File: src/rtl/ram_arbiter.sv
// Two-port single-RAM arbiter with locked bursts and a bounded hold count.
// Define RAM_ARB_RR_EN for round-robin contention; default is port 0 priority.
module ram_arbiter #(
   parameter int AW       = 8,
   parameter int DW       = 16,
   parameter int HOLD_MAX = 4
) (
   input  logic          clk,
   input  logic          reset_n,
   input  logic          m0_req,
   input  logic          m0_we,
   input  logic          m0_lock,
   input  logic [AW-1:0] m0_addr,
   input  logic [DW-1:0] m0_wdata,
   output logic          m0_gnt,
   output logic          m0_rvalid,
   output logic [DW-1:0] m0_rdata,
   input  logic          m1_req,
   input  logic          m1_we,
   input  logic          m1_lock,
   input  logic [AW-1:0] m1_addr,
   input  logic [DW-1:0] m1_wdata,
   output logic          m1_gnt,
   output logic          m1_rvalid,
   output logic [DW-1:0] m1_rdata,
   output logic [AW-1:0] ram_addr,
   output logic          ram_we,
   output logic [DW-1:0] ram_wdata,
   input  logic [DW-1:0] ram_rdata
);

   localparam logic [3:0] HMAX = 4'(HOLD_MAX);

   logic          r_last;
   logic [3:0]    r_hold_cnt;
   logic          r_rv0;
   logic          r_rv1;
   logic [AW-1:0] r_addr;
   logic [DW-1:0] r_wdata;

   logic          w_req_l;
   logic          w_lock_l;
   logic          w_req_o;
   logic          w_any;
   logic          w_sel;
   logic          w_we;
   logic          w_lock;
   logic [AW-1:0] w_addr;
   logic [DW-1:0] w_wdata;
   logic [3:0]    w_hold_nxt;

   // Arbitration: lock continuation, forced yield, contention, single.
   always_comb begin
      w_req_l  = r_last ? m1_req  : m0_req;
      w_lock_l = r_last ? m1_lock : m0_lock;
      w_req_o  = r_last ? m0_req  : m1_req;
      w_any    = 1'b0;
      w_sel    = r_last;
      if (reset_n) begin
         if (w_req_l && w_lock_l) begin
            w_any = 1'b1;
            w_sel = (r_hold_cnt >= HMAX && w_req_o) ? ~r_last : r_last;
         end else if (m0_req && m1_req) begin
            w_any = 1'b1;
`ifdef RAM_ARB_RR_EN
            w_sel = ~r_last;
`else
            w_sel = 1'b0;
`endif
         end else if (m0_req || m1_req) begin
            w_any = 1'b1;
            w_sel = m1_req;
         end
      end
   end

   always_comb begin
      w_we    = w_sel ? m1_we    : m0_we;
      w_lock  = w_sel ? m1_lock  : m0_lock;
      w_addr  = w_sel ? m1_addr  : m0_addr;
      w_wdata = w_sel ? m1_wdata : m0_wdata;
   end

   always_comb begin
      w_hold_nxt = 4'd0;
      if (w_any) begin
         if (w_sel != r_last || !w_lock)
            w_hold_nxt = 4'd1;
         else if (r_hold_cnt < HMAX)
            w_hold_nxt = r_hold_cnt + 4'd1;
         else
            w_hold_nxt = HMAX;
      end
   end

   assign m0_gnt    = w_any & ~w_sel;
   assign m1_gnt    = w_any & w_sel;
   assign ram_addr  = w_any ? w_addr  : r_addr;
   assign ram_wdata = w_any ? w_wdata : r_wdata;
   assign ram_we    = w_any & w_we;

   // Gated by reset so a read issued just before reset never surfaces.
   assign m0_rvalid = r_rv0 & reset_n;
   assign m1_rvalid = r_rv1 & reset_n;
   assign m0_rdata  = m0_rvalid ? ram_rdata : '0;
   assign m1_rdata  = m1_rvalid ? ram_rdata : '0;

   always_ff @(posedge clk) begin
      if (!reset_n) begin
         r_last     <= 1'b1;
         r_hold_cnt <= 4'd0;
         r_rv0      <= 1'b0;
         r_rv1      <= 1'b0;
         r_addr     <= '0;
         r_wdata    <= '0;
      end else begin
         r_rv0      <= m0_gnt & ~m0_we;
         r_rv1      <= m1_gnt & ~m1_we;
         r_hold_cnt <= w_hold_nxt;
         if (w_any) begin
            r_last  <= w_sel;
            r_addr  <= w_addr;
            r_wdata <= w_wdata;
         end
      end
   end

endmodule

File: config.mk
export PLATFORM = sky130hd
export DESIGN_NAME = ram_arbiter
export DESIGN_NICKNAME = d
export VERILOG_FILES = /design/src/rtl/ram_arbiter.sv
export SDC_FILE = /design/constraint.sdc
export NUM_CORES = 1
export LEC_CHECK = 0
export CAP_MARGIN = 20
export CORE_MARGIN = 8
export CORE_UTILIZATION = 39
export DETAILED_ROUTE_END_ITERATION = 6
export MAX_ROUTING_LAYER = met4
export PLACE_DENSITY = 0.95
export SKIP_CTS_REPAIR_TIMING = 1
export SLEW_MARGIN = 30
export SYNTH_ARGS = -nofsm -noshare
export SYNTH_HDL_FRONTEND = slang
export SYNTH_SLANG_ARGS = --single-unit
File: constraint.sdc
create_clock -name clk -period 2.7 [get_ports clk]
set_clock_uncertainty 0.15 [all_clocks]
set_input_delay 0.405 -clock clk [delete_from_list [all_inputs] [get_ports clk]]
set_output_delay 0.405 -clock clk [all_outputs]
set_load 0.005 [all_outputs]
==> results.toml, run 1 <==
[sta]
timing.final.crit_share_pct = 102
fmax_mhz = 363
finalSetupTns_ns = -0.260
hold_viol = 0
setup-violations-final = 9
rsz0062_at_grt = "yes"
setup_slack_ns = -0.0534
min_period_ns = 2.75
drv_slew = 0

[die]
fp.dieW_um = 87.2
start_util_pct = 39.4
ios = 133
num_rows = 26
fp.dieH_um = 87.2
die-area_um2 = 7600
core_um2 = 5010

[logic_synthesis]
yosys.cell_types.count = 31
synth_area_um2 = 1980
syn_inst = 270
synth.avg_cell_area_um2 = 7.32
synth_warnings = 0
synth_top_area_cell = "dfxtp_1"
synth_edf_count = 0
synth_seq_area_share_pct = 31.4
ys_seq_elements = 31
synth_flop_cell = "dfxtp_1"
ys_async_sr_fraction_pct = 0
synth_top_area_share_pct = 31.4
synth_nets = 343
synthTopCellsByArea = "dfxtp_1 (31%), nand3_1 (25%), o2111ai_1 (11%)"

[worst_setup_path]
endpoint = "ram_wdata[11]"
worstPathArrival_ns = 2.20
cp-startpoint = "r_hold_cnt[3]$_SDFF_PP0_"
reg2reg_depth = 9
r2r-start = "r_hold_cnt[3]$_SDFF_PP0_"
crit_buf_inv = 2
crit_path_start_kind = "flip-flop"
rr_endpoint = "r_wdata[2]$_SDFF_PN0_"
cp_top_family = "buffers and inverters"
slowest_delay_ns = 0.47
rrSetupSlack_ns = 0.71
cp.required_ns = 2.14
crit_slowest_cell = "clkdlybuf4s50_1"
critPathKind = "reg2out"
endpoint_kind = "output pin"
cp_max_fo = 10
crit_chain = "or2_4 > o22a_2 > buf_4 > o2111ai_1 > nand3_1 > clkdlybuf4s50_1"
cp_num_cells = 6

[min_path]
hold_path.class = "reg2reg"
hold_path_depth = 2

[cts]
cts.sinks = 31
htree_levels = 2
cts_tree = "done"
clk_pin_slew_ns = 0.07
cts_inserted_buffers = 5
clk_latency_ns = 0.28
clock-root-buffer = "clkbuf_8"
cts.path.max_buffers = 2

[power]
power.leakage_nw = 1.95
p_per_area_nw_per_um2 = 367
vdd.ir_drop.worst_uv = 243

[grt]
grt_usage_pct = 22.4
grt_max_degree = 57
gr-total-overflow = 0
grt_pass1_wl_um = 13300
antenna_found_initial = 0
grt_pass1_vias = 2742

[drt]
vias_per_cell = 5.62
wl_per_cell_um = 18.0
drc = 0
dr.pass1.iters = 4
ant_nets = 0
wl_um = 9020
via_count = 2820
drtIter0Drc = 137

[placement]
io_buffers = 132
gp_congestion = 0.909
hpwl_um = 6590
place_ws_ns = -0.229

[layout]
drive_gt1_share_pct = 19.0
diodes = 0
layout_common_cells = "clkdlybuf4s50_1 (112), nand3_1 (97), buf_4 (42)"
final_nets = 504
syn_to_final_growth_pct = 102
final_common_cell = "clkdlybuf4s50_1"

[run_status]
violations = "negative setup slack"
status = "finished, violations left"

[flow_run]
cap_viol_max_count = 0
[metrics by stage]
| step | total power, W | instance area [µm²] | std cells | util [%] | hold slack, ns |
|---|---|---|---|---|---|
| after CTS | 0.00142 | 3700 | 493 | 73.8 | 0.360 |
| final | 0.00146 | 3980 | 502 | 79.5 | 0.358 |
| after detailed placement | 0.00102 | 3600 | 485 | 71.8 | 0.343 |
| after global placement | 0.00100 | 3600 | 485 | 71.8 | 0.330 |
| after global routing | 0.00153 | 3980 | 502 | 79.5 | 0.383 |
| after floorplan | 0.000714 | 1980 | 270 | - | 0.320 |
[layer usage]
layer / up-vias / share of wire (%) / global-route usage [%]
met5: - / 0 / -
met4: 0 / 2.0 / 5.63
met3: 18 / 8.5 / 5.00
met2: 147 / 49 / 40.5
met1: 1311 / 40 / 24.2
li1: 1344 / - / -
[flip-flops by register name, summed over array words and instances (netlist names)]
signal / count
r_rv0: 1
r_rv1: 1
r_last: 1
r_wdata: 16
r_hold_cnt: 4
r_addr: 8
[worst min-delay path by stage]
stage	start	slack, ns	endpoint
floorplan	r_addr[0]$_SDFF_PN0_	0.32	r_addr[0]$_SDFF_PN0_
global placement	r_addr[6]$_SDFF_PN0_	0.33	r_addr[6]$_SDFF_PN0_
detailed placement	r_wdata[6]$_SDFF_PN0_	0.34	r_wdata[6]$_SDFF_PN0_
CTS	r_wdata[6]$_SDFF_PN0_	0.36	r_wdata[6]$_SDFF_PN0_
global route	r_addr[7]$_SDFF_PN0_	0.38	r_addr[7]$_SDFF_PN0_
finish	r_wdata[11]$_SDFF_PN0_	0.36	r_wdata[11]$_SDFF_PN0_
[power breakdown]
group,switching (W),internal (W),total (W)
Sequential,0.0000303,0.000502,0.000532
Combinational,0.000220,0.000305,0.000525
Clock,0.000172,0.000233,0.000404
Total,0.000422,0.00104,0.00146
[area by class of cell]
cell class / instances / area [µm²]
timing repair buffer: 183 / 1830
tap: 70 / 87.6
clock buffer: 8 / 100
fill: 367 / 1030
inverter: 1 / 3.75
sequential: 31 / 624
multi-input combinational: 209 / 1340
[worst min-delay path: stages, from the launching register on]
cell	delay [ns]
dfxtp_1	0.32
nand3_1	0.07
nand3_1	0.08
[kinds of logic (layout without fill, tap and decap cells)]
logic type	Yosys count	count (layout)	synth area share, %
buf+inv	30	192	6.90
fa+ha+maj	1	1	0.633
flops	31	31	31.4
compound gates	38	38	16.8
other cells	1	1	0.190
mux	1	1	0.507
simple gates	168	168	43.5
[Yosys cell counts, types with 2 or more instances]
master / n
nand3_1: 97
dfxtp_1: 31
nand2_1: 29
and2_1: 4
and3_1: 32
buf_2: 7
buf_6: 2
clkbuf_1: 19
nor2b_1: 2
o21ai_0: 3
o2111ai_1: 24
Note: power is estimated with default switching activity, not from simulation.
==> run 2, diff against run 1 <==
--- a/config.mk
+++ b/config.mk
@@ -11,6 +11,7 @@
 export DETAILED_ROUTE_END_ITERATION = 6
 export MAX_ROUTING_LAYER = met4
 export PLACE_DENSITY = 0.95
+export SETUP_SLACK_MARGIN = 0.5
 export SKIP_CTS_REPAIR_TIMING = 1
 export SLEW_MARGIN = 30
 export SYNTH_ARGS = -nofsm -noshare
==> run 2 against run 1 <==
Net effect:
- the run now ends clean
- clock power is 1% higher
- setup slack improved by 0.29 ns
- worst hold slack worse by 0.0037 ns
- total power grew 4.3%
- largest cell class unchanged
- first-iteration DRC count increased by 55%
- count of clock-buffer cells in the layout unchanged
- wire length grew 11%
- sequential power about the same
- via count grew 3.9%
- combinational power rose by 11%
- sequential share of layout area is 0.94 points lower
==> results.toml, run 2 (synthesis results as in run 1) <==
[drt]
drtIter0Drc = 213
dr.pass1.iters = 5
wl_per_cell_um = 19.8
vias_per_cell = 5.79
wl_um = 10000
ant_nets = 0
drc = 0
via_count = 2931

[cts]
cts.path.max_buffers = 2
clk_pin_slew_ns = 0.07
htree_levels = 2
clock-root-buffer = "clkbuf_8"
cts.sinks = 31
cts_inserted_buffers = 5
cts_tree = "done"
clk_latency_ns = 0.28

[worst_setup_path]
r2r-start = "r_hold_cnt[2]$_SDFF_PP0_"
crit_buf_inv = 4
crit_slowest_cell = "dfxtp_4"
cp_top_family = "simple AND/OR/NAND/NOR gates"
cp.required_ns = 2.14
worstPathArrival_ns = 1.90
critPathKind = "reg2out"
crit_chain = "or2_4 > o221ai_4 > buf_6 > buf_4 > buf_6 > nand3_1 > nand3_1 > dlymetal6s2s_1"
cp_max_fo = 6
rr_endpoint = "r_wdata[2]$_SDFF_PN0_"
rrSetupSlack_ns = 0.83
reg2reg_depth = 7
endpoint_kind = "output pin"
crit_path_start_kind = "flip-flop"
slowest_delay_ns = 0.36

[grt]
antenna_found_initial = 0
grt_pass1_vias = 2742
grt_pass1_wl_um = 13300
gr-total-overflow = 0
grt_max_degree = 57
grt_usage_pct = 22.4

[layout]
fin_cells = 506
reg_top3 = "r_wdata (16), r_addr (8), r_hold_cnt (4)"
post-route-util_pct = 85.2
ff_latch_area_um2 = 629
layout_common_cells = "clkdlybuf4s50_1 (100), nand3_1 (76), buf_4 (40)"
largest_reg_flops = 16
multi_input_area_um2 = 1630
n_fill_cell = 296
largest-register = "r_wdata"
final_common_cell = "clkdlybuf4s50_1"
finalInstanceArea_um2 = 4270
syn_to_final_growth_pct = 116
drive_gt1_share_pct = 32.3
diodes = 0
final_nets = 508

[sta]
hold_viol = 0
min_period_ns = 2.46
timing.final.crit_share_pct = 91.1
drv_slew = 0
setup-violations-final = 0
rsz0062_at_grt = "yes"
fmax_mhz = 407
finalSetupTns_ns = 0

[placement]
gp_congestion = 0.909
dp.cells = 485
placed_cell_area_um2 = 3600
io_buffers = 132
hpwl_um = 6590

[flow_run]
cap_viol_max_count = 0

[die]
ios = 133
start_util_pct = 39.4
fp.dieH_um = 87.2
num_rows = 26
fp.dieW_um = 87.2
die-area_um2 = 7600
core_um2 = 5010

[min_path]
hp-start = "r_wdata[3]$_SDFF_PN0_"
min_to = "r_wdata[3]$_SDFF_PN0_"
hold_path_depth = 2
hold_path.class = "reg2reg"

[power]
vdd.ir_drop.worst_uv = 278
p_per_area_nw_per_um2 = 357
power.leakage_nw = 2.00

[run_status]
status = "finished, final reports clean"
[run 2: cell count changes in the layout (fill, tap and decap cells not counted), moves of 5 or more]
| cell | change |
|---|---|
| nand3_1 | -21 |
| o2111ai_1 | -13 |
| buf_2 | +5 |
| nand3_2 | +18 |
| clkbuf_2 | +11 |
| clkdlybuf4s50_1 | -12 |
| o2111ai_4 | +7 |
| o2111ai_2 | +6 |
| buf_6 | +5 |
| dlymetal6s2s_1 | -6 |
[run 2: worst max-delay path by stage]
stage,start,to,slack (ns),cells past startpoint
floorplan,r_hold_cnt[3]$_SDFF_PP0_,ram_we,0.82,4
global placement,m0_lock,ram_addr[6],-0.14,7
detailed placement,m0_lock,ram_addr[0],-0.23,7
CTS,m0_lock,ram_wdata[12],-0.26,7
global route,r_hold_cnt[2]$_SDFF_PP0_,ram_wdata[15],0.21,8
finish,r_hold_cnt[2]$_SDFF_PP0_,ram_wdata[15],0.24,8
[run 2: through the flow]
| step | power [W] | hold WS (ns) | setup WS (ns) |
|---|---|---|---|
| 2_1_floorplan | 0.000714 | 0.320 | 0.818 |
| 3_3_place_gp | 0.00100 | 0.330 | -0.143 |
| 3_5_place_dp | 0.00102 | 0.343 | -0.229 |
| 4_1_cts | 0.00142 | 0.360 | -0.260 |
| 5_1_grt | 0.00159 | 0.383 | 0.210 |
| 6_report | 0.00152 | 0.355 | 0.241 |
[run 2: final cells by class]
| class | instances | area share [%] |
|---|---|---|
| inverters | 1 | 0.0879 |
| clock buffers | 8 | 2.34 |
| well taps | 70 | 2.05 |
| multi-input cells | 209 | 38.3 |
| flip-flops and latches | 31 | 14.7 |
| repair buffers | 187 | 42.5 |
[run 2: per-layer routing]
| metal | track usage [%] | routed length [µm] |
|---|---|---|
| met5 | - | 0 |
| met4 | 5.63 | 220 |
| met3 | 5.00 | 773 |
| met2 | 40.5 | 5100 |
| met1 | 24.2 | 3950 |
[run 2: power breakdown]
group / switching, W / internal, W
logic: 0.000269 / 0.000312
clock network: 0.000176 / 0.000233
registers: 0.0000327 / 0.000502
total: 0.000477 / 0.00105
[run 2: worst reg2reg max path, cell delays in order (launching register included)]
cell	delay, ns
dfxtp_4	0.36
or2_4	0.28
o22a_4	0.28
clkbuf_16	0.18
o2111ai_4	0.22
buf_4	0.14
buf_4	0.10
nand3_1	0.05
==> variant 1 (settings of run 2) <==
Change the parameter `DW` from 16 to 12.
--- a/src/rtl/ram_arbiter.sv
+++ b/src/rtl/ram_arbiter.sv
@@ -3,5 +3,5 @@
 module ram_arbiter #(
    parameter int AW       = 8,
-   parameter int DW       = 16,
+   parameter int DW       = 12,
    parameter int HOLD_MAX = 4
 ) (
Interface: changed (6 resized); port bits go from 133 to 109. The function was not compared with the original's and may differ.
==> variant 1 against run 2 <==
  * Area after synthesis fell by 13%
  * Count of clock-buffer cells in the layout down 4
  * Critical path depth grew 1
  * Critical path type unchanged
  * Sequential cell count is 4 lower
  * Largest cell class unchanged
  * Cell area decreased by 19%
  * Critical endpoint is now ram_addr[5]
  * Wire length is 20% lower
  * Total power is 23% lower
  * Worst setup slack got worse by 0.086 ns
==> variant 1: results (changes against run 2) <==
syn_nets: 293  # -15%
cts_htree_levels: 1  # -1
synth-adder-area-share: 0.00731  # +0.000977
place_ws_ns: -0.203  # +0.0260 ns
yosys_warnings: 0  # unchanged
via_count: 2502  # -15%
muxShareOfSynthArea: 0  # -0.00507
p_int_uw: 806  # -23%
drt_iter0_drc: 183  # -14%
p_leak_nw: 1.65  # -18%
cp_data_arrival_time_ns: 1.99  # +0.09 ns
critical_path.max_fanout: 4  # -2
grt_max_degree: 57  # unchanged
cts_inserted_buffers: 3  # -2
async_flop_share: 0  # unchanged
outcome: "completed"
hold_path_class: "reg2reg"
dpl.cell_count: 396  # -18%
clk_latency_ns: 0.27
grt_pass1_wl_um: 10100  # -24%
peakVddDrop_uv: 290  # +4.2%
synth_xor_area_frac: 0  # unchanged
cts_buffer_depth: 2  # unchanged
synth_common_cells: "61 x nand3_1, 27 x dfxtp_1, 25 x and3_1, 23 x nand2_1"
gp_congestion: 0.836  # -8.0%
clkTransAtPathRegs_ns: 0.10  # +0.03 ns
drive_above_1_share: 0.282  # -0.0416
cts_root_buf: "clkbuf_8"
synthTopCellsByArea: "dfxtp_1 32%, nand3_1 18%, o2111ai_1 10%"
grt_usage: 0.189  # -0.0350
drtPass1Iterations: 5  # unchanged
synth_cell_type_count: 32  # +3.2%
ys_seq_area_frac: 0.316  # +0.00167
diodes: 0  # unchanged
synth_ff_type: "dfxtp_1"
synth_compound_area_frac: 0.155  # -0.0135
port_buffers: 108  # -18%
antenna_found_initial: 0  # unchanged
fill_cells: 256  # -14%
grt_pass1_vias: 2129  # -22%
avgSynthCellArea_um2: 7.38  # +0.83%
top_regs: "r_wdata x12, r_addr x8, r_hold_cnt x4"
dpl_cell_area_um2: 3010  # -16%
final_cells: 421  # -17%
wire_per_inst_um: 19.2  # -3.3%
place_hpwl_um: 5210  # -21%
final_nets: 431  # -15%
slew_violations: 0  # unchanged
## variant 1: cell families (layout without fill, tap and decap cells)
| group | after synthesis | count (layout) |
|---|---|---|
| simple gates | 140 | 140 |
| compound gates | 32 | 32 |
| buf+inv | 31 | 168 |
| other cells | 1 | 1 |
| fa+ha+maj | 1 | 1 |
| flops | 27 | 27 |
## variant 1: layer usage
metal,vias to the layer above,track usage,share of wire
met5,-,-,0
met3,20,0.0260,0.083
met2,130,0.338,0.51
met1,1191,0.222,0.39
li1,1161,-,-
met4,0,0.0281,0.024
## variant 1: final cells by class
type                    count  area (um2)  share of cell area
multi-input cells         174        1250               0.361
well taps                  52        65.1              0.0188
repair buffers            161        1550               0.446
flip-flops and latches     27         549               0.158
clock buffers               4        45.0              0.0130
inverters                   3        11.3             0.00325
## variant 1: final timing paths
| path | from | to | slack (ns) | cells after the start |
|---|---|---|---|---|
| max | r_hold_cnt[3] | ram_addr[5] | 0.15 | 9 |
| min | r_addr[4] | r_addr[4] | 0.36 | 2 |
| max reg2reg | r_hold_cnt[3] | r_addr[3] | 0.67 | 10 |
| min reg2reg | r_addr[4] | r_addr[4] | 0.36 | 2 |
## variant 1: power groups by stage
stage          Combinational, mW  Clock [mW]  Sequential (mW)
6_report                   0.480       0.235            0.463
5_1_grt                    0.511       0.249            0.467
4_1_cts                    0.405       0.229            0.459
3_5_place_dp               0.401           0            0.468
3_3_place_gp               0.393           0            0.465
2_1_floorplan              0.162           0            0.460
## variant 1: critical path, cell delays in order (launching register included)
cell and delay (ns):
dfxtp_4 0.37, or2_4 0.26, o221ai_4 0.27, buf_6 0.14, buf_6 0.11, buf_6 0.09, buf_6 0.08, nand4_1 0.13
nand3_1 0.14, buf_2 0.13
==> variant 2 (config.mk and constraints of run 2) <==
Without the edit above. The option `RAM_ARB_RR_EN` is turned on by a define.
--- a/src/rtl/ram_arbiter.sv
+++ b/src/rtl/ram_arbiter.sv
@@ -1,4 +1,6 @@
 // Two-port single-RAM arbiter with locked bursts and a bounded hold count.
 // Define RAM_ARB_RR_EN for round-robin contention; default is port 0 priority.
+`define RAM_ARB_RR_EN
+
 module ram_arbiter #(
    parameter int AW       = 8,
Check against the original RTL: not equivalent (a bounded check fails within 4 cycles, from zero or initial values and one cycle with reset_n low).
==> variant 2 against run 2 <==
  * Cell count increased by 8.1%
  * Total power decreased by 5.6%
  * Clock power decreased by 18%
  * Critical endpoint is now ram_wdata[5]
  * Cell area increased by 2.3%
  * Worst setup slack got worse by 0.20 ns
  * Largest power group unchanged
  * Wire length decreased by 3.2%
  * Area after synthesis increased by 14%
  * Critical path depth unchanged
  * Sequential cell count unchanged
==> variant 2: results (changes against run 2) <==
comb_power_share: 0.415  # +0.034
p_leak_nw: 2.07  # +3.6%
endpoint: "ram_wdata[5]"
peakVddDrop_uv: 263  # -5.5%
grt_max_degree: 43  # -25%
via_count: 2975  # +1.5%
min_to: "r_hold_cnt[2]"
critical_path.max_fanout: 4  # -2
wire_per_inst_um: 17.8  # -10%
met3_usage: 0.0375  # -0.0125
outcome: "completed"
grt_pass1_wl_um: 13500  # +0.93%
dpl_cell_area_um2: 3950  # +9.8%
avgSynthCellArea_um2: 7.90  # +7.9%
grt_pass1_vias: 2883  # +5.1%
cp_data_arrival_time_ns: 2.11  # +0.21 ns
wl_met3_um: 508  # -34%
power_frac_seq: 0.352  # about the same
r2r-end: "r_wdata[5]"
reg2reg_slack_ns: 0.63  # -0.20 ns
drive_above_1_share: 0.312  # -0.0118
ys_seq_area_frac: 0.276  # -0.0384
drt_iter0_drc: 116  # -46%
wl_met2_um: 5340  # +4.7%
hp-start: "r_hold_cnt[2]"
[variant 2: cell types whose count changed in the layout (fill, tap and decap cells not counted), sizes merged, moves of 16 or more]
cell,delta
nand2,+16
buf,+28
or3,+20
nand3,-96
o2111ai,-24
nor3,+25
and2,+22
a21oi,+24
o31a,+22
[variant 2: cell families (layout without fill, tap and decap cells)]
family,count (synthesis),count (layout),synth area share
other,1,1,0.00167
flip-flops,31,31,0.276
adder cells (fa/ha/maj),1,1,0.00556
AO/OA/AOI/OAI,62,62,0.242
buffers and inverters,29,219,0.0778
AND/OR/NAND/NOR,161,161,0.397
[variant 2: area by class of cell]
class | count | area, um2
Timing Repair Buffer | 211 | 2000
Multi-Input combinational cell | 225 | 1570
Fill cell | 370 | 1170
Sequential cell | 31 | 631
Tap cell | 72 | 90.1
Clock buffer | 6 | 72.6
Inverter | 2 | 7.51
